File: src/rtl/edge_rate_meter.sv
// edge_rate_meter: counts rising edges of an asynchronous signal over a
// fixed gate window of GATE_CYCLES clk cycles, one-shot or continuous.
module edge_rate_meter #(
  parameter int unsigned GATE_CYCLES = 1000,
  parameter int unsigned CNT_W       = 16
) (
  input  logic             clk,
  input  logic             rst,
  input  logic             sig_in,
  input  logic             start,
  input  logic             continuous,
  output logic             busy,
  output logic [CNT_W-1:0] result,
  output logic             result_valid,
  output logic             overflow
);

  localparam int unsigned      GATE_W    = $clog2(GATE_CYCLES);
  localparam logic [GATE_W-1:0] GATE_LAST = GATE_W'(GATE_CYCLES - 1);
  localparam logic [CNT_W-1:0]  CNT_MAX   = '1;

  typedef enum logic [1:0] {
    IDLE    = 2'd0,
    MEASURE = 2'd1,
    DONE    = 2'd2
  } state_e;

  state_e            state_q, state_d;
  logic [GATE_W-1:0] gate_q, gate_d;
  logic [CNT_W-1:0]  cnt_q, cnt_d;
  logic              win_ovf_q, win_ovf_d;
  logic [CNT_W-1:0]  result_q, result_d;
  logic              overflow_q, overflow_d;
  logic              busy_q, busy_d;
  logic              valid_q, valid_d;
  logic              s1_q, s2_q, s3_q;
  logic              rise_c;

  // Synchronizer plus delay flop; runs in every state.
  always_ff @(posedge clk or posedge rst) begin
    if (rst) begin
      s1_q <= 1'b0;
      s2_q <= 1'b0;
      s3_q <= 1'b0;
    end else begin
      s1_q <= sig_in;
      s2_q <= s1_q;
      s3_q <= s2_q;
    end
  end

  assign rise_c = s2_q & ~s3_q;

  // State, counters and registered outputs.
  always_ff @(posedge clk or posedge rst) begin
    if (rst) begin
      state_q    <= IDLE;
      gate_q     <= '0;
      cnt_q      <= '0;
      win_ovf_q  <= 1'b0;
      result_q   <= '0;
      overflow_q <= 1'b0;
      busy_q     <= 1'b0;
      valid_q    <= 1'b0;
    end else begin
      state_q    <= state_d;
      gate_q     <= gate_d;
      cnt_q      <= cnt_d;
      win_ovf_q  <= win_ovf_d;
      result_q   <= result_d;
      overflow_q <= overflow_d;
      busy_q     <= busy_d;
      valid_q    <= valid_d;
    end
  end

  // Next-state logic; the final MEASURE cycle's edge is folded into the result.
  always_comb begin
    state_d    = state_q;
    gate_d     = gate_q;
    cnt_d      = cnt_q;
    win_ovf_d  = win_ovf_q;
    result_d   = result_q;
    overflow_d = overflow_q;

    unique case (state_q)
      IDLE: begin
        if (start) begin
          state_d   = MEASURE;
          gate_d    = '0;
          cnt_d     = '0;
          win_ovf_d = 1'b0;
        end
      end
      MEASURE: begin
        gate_d = gate_q + GATE_W'(1);
        if (rise_c) begin
          if (cnt_q == CNT_MAX) begin
            win_ovf_d = 1'b1;
          end else begin
            cnt_d = cnt_q + CNT_W'(1);
          end
        end
        if (gate_q == GATE_LAST) begin
          state_d    = DONE;
          result_d   = cnt_d;
          overflow_d = win_ovf_d;
        end
      end
      DONE: begin
        if (continuous) begin
          state_d   = MEASURE;
          gate_d    = '0;
          cnt_d     = '0;
          win_ovf_d = 1'b0;
        end else begin
          state_d = IDLE;
        end
      end
      default: begin
        state_d = IDLE;
      end
    endcase

    busy_d  = (state_d != IDLE);
    valid_d = (state_d == DONE);
  end

  assign busy         = busy_q;
  assign result       = result_q;
  assign result_valid = valid_q;
  assign overflow     = overflow_q;

endmodule

File: config.mk
export PLATFORM = sky130hd
export DESIGN_NAME = edge_rate_meter
export DESIGN_NICKNAME = d
export VERILOG_FILES = /design/src/rtl/edge_rate_meter.sv
export SDC_FILE = /design/constraint.sdc
export NUM_CORES = 1
export LEC_CHECK = 0
export CAP_MARGIN = 5
export CORE_MARGIN = 8
export CORE_UTILIZATION = 51
export DETAILED_ROUTE_END_ITERATION = 8
export GPL_TIMING_DRIVEN = 0
export PLACE_DENSITY = 0.75
export SLEW_MARGIN = 20
export SYNTH_ARGS = -nofsm -noshare
export SYNTH_HDL_FRONTEND = slang
export SYNTH_SLANG_ARGS = --single-unit
File: constraint.sdc
create_clock -name clk -period 1.9 [get_ports clk]
set_input_delay 0.475 -clock clk [delete_from_list [all_inputs] [get_ports clk]]
set_output_delay 0.475 -clock clk [all_outputs]
set_load 0.02 [all_outputs]
Word level (Yosys, flattened, before mapping)
Index checks and enable logic that the tools add are counted.
{"block": "word_totals", "register_bits": 51, "inputBits": 5}
{"block": "classes", "addsub": 2, "eq_ne": 7, "muxes": 17, "n_bitwise": 2, "reduce_logical": 5}
{"operator": "two-way mux 16 bit", "count": 4}
{"operator": "one-hot mux 16 bit (3 select lines)", "count": 1}
{"operator": "one-hot mux 10 bit (3 select lines)", "count": 1}
{"operator": "two-way mux 10 bit", "count": 2}
{"operator": "adder 16 x 1 -> 16 bit (second input constant)", "count": 1}
{"operator": "equality test 16 bit (second input constant)", "count": 1}
{"operator": "adder 10 x 1 -> 10 bit (second input constant)", "count": 1}
{"operator": "equality test 10 bit (second input constant)", "count": 1}
{"operator": "one-hot mux 2 bit (3 select lines)", "count": 1}
{"operator": "two-way mux 1 bit", "count": 5}
{"operator": "equality test 2 bit (second input constant)", "count": 2}
{"operator": "two-way mux 2 bit", "count": 2}
{"operator": "!= test 2 bit (second input constant)", "count": 2}
{"operator": "one-hot mux 1 bit (3 select lines)", "count": 1}
{"operator": "AND reduction 3 bit", "count": 1}
{"operator": "nonzero test 3 bit", "count": 1}
{"operator": "equality test 2 x 1 -> 1 bit (second input constant)", "count": 1}
{"operator": "logical NOT 2 bit", "count": 1}
{"operator": "AND reduction 2 bit", "count": 1}
{"operator": "nonzero test 2 bit", "count": 1}
{"operator": "AND 1 bit", "count": 1}
{"operator": "inverter 1 bit", "count": 1}

Depth between registers and ports, before layout
{"block": "depth", "ltp_word": 4, "depth_mapped": 8, "ltp_nobuf": 6}

Least setup slack after synthesis
OpenSTA, ideal clock, no wires.
{"block": "synth_timing", "path_type": "reg2reg", "startpoint": "register cnt_q[2]", "endpoint": "register cnt_q[13]", "arrival_time_ns": 1.842, "setup_slack_ns": -0.063, "path_stages_with_launch": 7, "period_less_slack_ns": 1.963, "cell_sequence": "dfrtp_1 -> buf_4 -> nand3_1 -> or4_4 -> or3_4 -> a21o_1 -> a22o_1"}
{"block": "synth_via", "elab_chain_cells": 4}
{"element": "start: declaration", "line_no": "30", "source": "logic [CNT_W-1:0] cnt_q, cnt_d;"}
{"element": "start signal: assignment", "line_no": "68", "source": "cnt_q <= cnt_d;"}
{"element": "adder 16 x 1 -> 16 bit / equality test 16 bit (equally long branches)", "line_no": "101, 98"}
{"element": "two-way mux 16 bit (*)", "line_no": "98", "source": "if (cnt_q == CNT_MAX) begin"}
{"element": "two-way mux 16 bit (*)", "line_no": "97", "source": "if (rise_c) begin"}
{"element": "one-hot mux 16 bit (3 select lines) (*)", "line_no": "86", "source": "unique case (state_q)"}
Mark *: on every way between the ends. The rest lies on a longest branch, timed or not.
A chain may end at the register's enable or synchronous reset.

Worst setup path after layout
{"block": "layout_timing", "startpoint": "register cnt_q[7]", "endpoint": "register cnt_q[13]"}
The elaborated chain is that of the path after synthesis.

==> impl_metrics.tcl <==
set metrics [dict create \
    final_util_pct 69.3 \
    synth_top_cell_by_area "dfrtp_1" \
    fin_worst_skew_ns 0.00965 \
    io_pins 24 \
    setup_viol 1 \
    holdBufCountCts 0 \
    layout.nets 319 \
    min_period_ns 1.92 \
    num_antenna_cells 0 \
    min_to "s2_q" \
    synth-edff-count 0 \
    grt_max_degree 33 \
    viasPerCell 5.52 \
    vias 2099 \
    fmax_mhz 521 \
    clk-insertion-delay-late_ns 0.31 \
    place_congestion 0.892 \
    slew_headroom_pct 53.0 \
    worstRegToRegCells 5 \
    start_kind "flip-flop" \
    synth_area_mm2 0.00249 \
    tritoncts "done" \
    overflow 0 \
    grt_pass1_wl_um 10200 \
    placementRows 25 \
    holdPathStages 0 \
    ant_nets 0 \
    antenna_found_initial 0 \
    clkSinkCount 51 \
    root_buffer "clkbuf_8" \
    worstPathRequired_ns 2.10 \
    synth_top_area_share_pct 51.3 \
    drtPass1Iterations 4 \
    worst_pin_slew_ns 0.704 \
    wl_per_cell_um 15.9 \
    yosysMostFrequentCell "dfrtp_1" \
    clkTransAtPathRegs_ns 0.09 \
    period_share_pct 101 \
    synth_nets 271 \
    hold_violations 0 \
    fillers 354 \
    slew_viol_final 0 \
    r2r_start "cnt_q[7]" \
    drt-initial-drc-count 193 \
    grt_pass1_vias 2191 \
    ys_seq_elements 51 \
    register_area_mm2 0.00128 \
    rsz0062_at_grt "yes" \
    path_class "reg -> reg" \
    die_y_um 85.9 \
    die_w_um 85.9 \
    layoutNonFillerInstCount 380 \
    setup-tns-final_ns -0.0193 \
    synthArstFlopShare_pct 100 \
    syn_inst 264 \
    rr_endpoint "cnt_q[13]" \
    die_area_mm2 0.00737 \
    multiInputGateArea_mm2 0.00125 \
    ys_top_cells_by_count "51 x dfrtp_1, 33 x nand2_1, 29 x o21ai_0" \
    power_density_mw_per_mm2 894 \
    area_delta_synth_final_pct 31.6 \
    cts-buffers-inserted 5 \
    min_path_type "reg -> reg" \
    synthFlopType "dfrtp_1" \
    r2r_setup_slack_ns -0.02 \
    dp.cells 355 \
    p_total_w 0.00293 \
    critical_path.max_fanout 4 \
    fp.coreArea_mm2 0.00472 \
    netlist_top_cells_area "dfrtp_1 51%, o21ai_0 5.8%, nand2_1 5.0%, xnor2_1 4.6%, nor2_1 3.3%" \
    ys_warn_count 0 \
    start_util_pct 52.7 \
    failed_checks "negative setup slack" \
    end_kind "flip-flop" \
    maxCapViolCount 0 \
    htreeDepth 2 \
    total_leakage_power_nw 1.40 \
    setup_slack_ns -0.0193 \
    hp-start "s1_q" \
    hpwl_um 3910 \
    drc 0 \
    critPathArrivalTime_ns 2.12 \
    avgSynthCellArea_um2 9.43 \
    ys_types 42 \
    drive_above_1_share_pct 19.5 \
    layout.cell_area.non_filler_mm2 0.00327 \
    grt_util_all_layers_pct 17.3 \
    status "finished, violations left" \
    place_area_mm2 0.00285 \
    clk_path_buf_depth 2 \
    ir_drop_v 0.000521 \
    ys_seq_area_share_pct 51.3 \
    io_buffers 23 \
    routed_wl_um 6050 \
]
==> metrics by stage <==
stage                     hold slack [ns]  worst slack, ns
after floorplan                     0.331         -0.00713
after global placement              0.332           -0.764
after detailed placement            0.346           -0.419
after CTS                           0.366          -0.0422
after global routing                0.378          -0.0492
final                               0.358          -0.0193
==> logic make-up (layout without fill, tap and decap cells) <==
| family | Yosys count | count (layout) | synth area share, % |
|---|---|---|---|
| mux | 3 | 3 | 1.26 |
| xor+xnor | 17 | 17 | 5.98 |
| fa+ha+maj | 2 | 2 | 1.01 |
| buf+inv | 21 | 70 | 3.47 |
| simple gates | 103 | 103 | 20.7 |
| flops | 51 | 51 | 51.3 |
| compound gates | 67 | 67 | 16.3 |
==> metal layers <==
layer	up-vias	part of all wire (%)	track usage (%)
met2	45	50	29.7
met3	7	3.9	3.92
met4	0	0.91	6.69
met1	1020	45	20.6
met5	-	0	0
li1	1027	-	-
==> cells in the final DEF, fill, tap and decap left out, drive strengths merged, types with 2 or more instances in the layout <==
cell	count
xnor2	13
nand3	9
nand3b	3
nand4	5
and4	3
bufinv	2
clkdlybuf4s50	23
dfrtp	51
buf	26
nand2	33
and3	4
a22o	6
a21o	4
nand2b	3
clkbuf	13
nor3	10
mux2i	2
ha	2
nor4	5
or3	3
nor2	22
a21oi	12
xor2	4
o21ai	31
a31oi	8
inv	5
==> final cells by class <==
cell class | instances | area share (%)
plain buffers | 12 | 2.45
clock buffers | 6 | 2.22
clock inverters | 2 | 1.83
inverters | 6 | 0.764
multi-input cells | 192 | 38.3
flip-flops and latches | 51 | 39.1
well taps | 67 | 2.56
repair buffers | 44 | 12.8
==> report_power, final <==
group          internal (W)  leakage [nW]  switching [W]
registers           0.00122         0.659       0.000122
clock network      0.000526        0.0654       0.000360
logic              0.000358         0.672       0.000341
==> what timing repair did <==
item,in CTS,in global routing
buffers inserted,16,4
endpoints found under the setup margin,36,36
pin swaps,10,8
gates resized for setup,24,15
==> worst max-delay path by stage <==
stage,cells past startpoint,start,end
CTS,6,cnt_q[4],cnt_q[13]
global route,6,cnt_q[0],cnt_q[10]
global placement,2,rst,result[9]
detailed placement,7,start,cnt_q[5]
floorplan,6,cnt_q[0],cnt_q[6]
finish,5,cnt_q[7],cnt_q[13]
==> sequential cells by signal, indices dropped and copies added (netlist names) <==
signal,flops
overflow,1
s3_q,1
s2_q,1
cnt_q,16
gate_q,10
result_valid,1
state_q,2
s1_q,1
result,16
win_ovf_q,1
busy,1
==> worst max-delay path, cell delays in order (launching register included) <==
cell,delay [ns]
dfrtp_1,0.43
nand3_4,0.13
or4_4,0.51
or3_4,0.36
a21o_1,0.17
a22o_1,0.21
No activity file was read; power rests on OpenSTA's default activity.
==> edit, RTL diff (config.mk and constraints unchanged) <==
The 3 states of `state_e` get a one-hot encoding in 3 bits.
--- a/src/rtl/edge_rate_meter.sv
+++ b/src/rtl/edge_rate_meter.sv
@@ -19,10 +19,10 @@
   localparam logic [GATE_W-1:0] GATE_LAST = GATE_W'(GATE_CYCLES - 1);
   localparam logic [CNT_W-1:0]  CNT_MAX   = '1;
 
-  typedef enum logic [1:0] {
-    IDLE    = 2'd0,
-    MEASURE = 2'd1,
-    DONE    = 2'd2
+  typedef enum logic [2:0] {
+    IDLE    = 3'b001,
+    MEASURE = 3'b010,
+    DONE    = 3'b100
   } state_e;
 
   state_e            state_q, state_d;
Behaviour: no difference found for any inputs over 10 cycles, from zero or initial values and one cycle with rst high; not proved beyond that.
==> edit against the unedited design <==
  * Critical path type unchanged
  * Setup slack improved by 0.081 ns
  * Cell area rose by 1.7%
  * Count of clock-buffer cells in the layout did not move
  * Routed wire length rose by 1.3%
  * Sequential share of layout area rose by 0.33 points
  * Synthesized area rose by 4.9%
  * Sequential cell count rose by 1
  * Critical endpoint is now result[2]$_DFFE_PP0P_
  * Total power fell by 7.8%
==> edit: results (changes against the unedited design) <==
| Metric | Value |
|---|---|
| FF+latch area | 1311 µm² (was 1279 µm²) |
| First-pass GRT wire length | 10.01 mm (was 10.19 mm) |
| Layout cells sized above 1 | 24.28% (was 19.49%) |
| Worst-path maximum fanout | 7 (was 4) |
| Yosys cell types | 52 (was 42) |
| DR iter-0 viols | 165 (was 193) |
| Post-CTS Resized | 17 (was 24) |
| CP arrival | 2.09 ns (was 2.12 ns) |
| Syn nets | 275 (was 271) |
| Vias after detailed routing | 2194 (was 2099) |
| Fraction of synthesized cell area in xor and xnor cells | 5.369% (was 5.983%) |
| WL final | 6.127 mm (was 6.047 mm) |
| Largest net degree at the start of global routing | 29 (was 33) |
| Post-synthesis mux area share | 1.246% (was 1.257%) |
| Adder-cell share of the synthesized area | 0.9588% (was 1.006%) |
| Status | finished clean (was complete, but fails checks) |
| Largest stage delay, worst path | 0.57 ns (was 0.51 ns) |
| Vias per cell | 5.728 (was 5.524) |
| Sequential fraction of the synthesis area | 49.90% (was 51.28%) |
| Dpl ws | -0.5876 ns (was -0.4192 ns) |
| Fillers | 415 (was 354) |
| Peak supply drop | 0.4538 mV (was 0.5210 mV) |
| Avg Cell Area, Syn | 9.739 µm² (was 9.427 µm²) |
| Vias in the first global route | 2042 (was 2191) |
| GPL Wtd Cong | 0.9042 (was 0.8921) |
| Crit-path leading delay family | compound AO/OA/AOI/OAI gates (was simple AND/OR/NAND/NOR gates) |
| Flop2flop setup slack | 0.06 ns (was -0.02 ns) |
| WL met3 | 335 µm (was 237 µm) |
| Clock group | 637 µW (was 886 µW) |
| Met1 wire length | 2.805 mm (was 2.703 mm) |
| WHS | 0.3564 ns (was 0.3576 ns) |
| Number of setup buffers added after CTS | 7 (was 16) |
| Slew headroom | 62.78% (was 53.01%) |
| Routed wl met2 | 2.908 mm (was 3.050 mm) |
| Internal | 1765 µW (was 2105 µW) |
| Total GRT Usage | 16.70% (was 17.35%) |
| Largest cells by area after synthesis | dfrtp_1 49%, o21ai_0 4.8%, xnor2_1 4.0% (was dfrtp_1 51%, o21ai_0 5.8%, nand2_1 5.0%) |
| Sequential power share | 48.6% (was 45.9%) |
| Crit path max-delay cell type | o41a_1 (was or4_4) |
## edit: layout make-up
cell class | instances | area share (%)
clock inverters | 2 | 0.4885
repair buffers | 39 | 10.97
multi-input cells | 196 | 41.60
plain buffers | 9 | 1.729
well taps | 70 | 2.631
clock buffers | 6 | 2.180
flip-flops and latches | 52 | 39.38
inverters | 9 | 1.015
## edit: how the worst max path moves through the flow
stage                              start                     to  slack (ns)  cells after the start
detailed placement            continuous  gate_q[8]$_DFFE_PP0P_       -0.59                      7
global placement                     rst   cnt_q[7]$_DFFE_PP0P_       -0.81                      2
CTS                       s2_q$_DFF_PP0_   cnt_q[6]$_DFFE_PP0P_       0.003                      5
global route        cnt_q[0]$_DFFE_PP0P_  cnt_q[10]$_DFFE_PP0P_       -0.07                      6
finish              cnt_q[0]$_DFFE_PP0P_  result[2]$_DFFE_PP0P_        0.06                      5
floorplan           cnt_q[0]$_DFFE_PP0P_  result[5]$_DFFE_PP0P_        0.03                      6
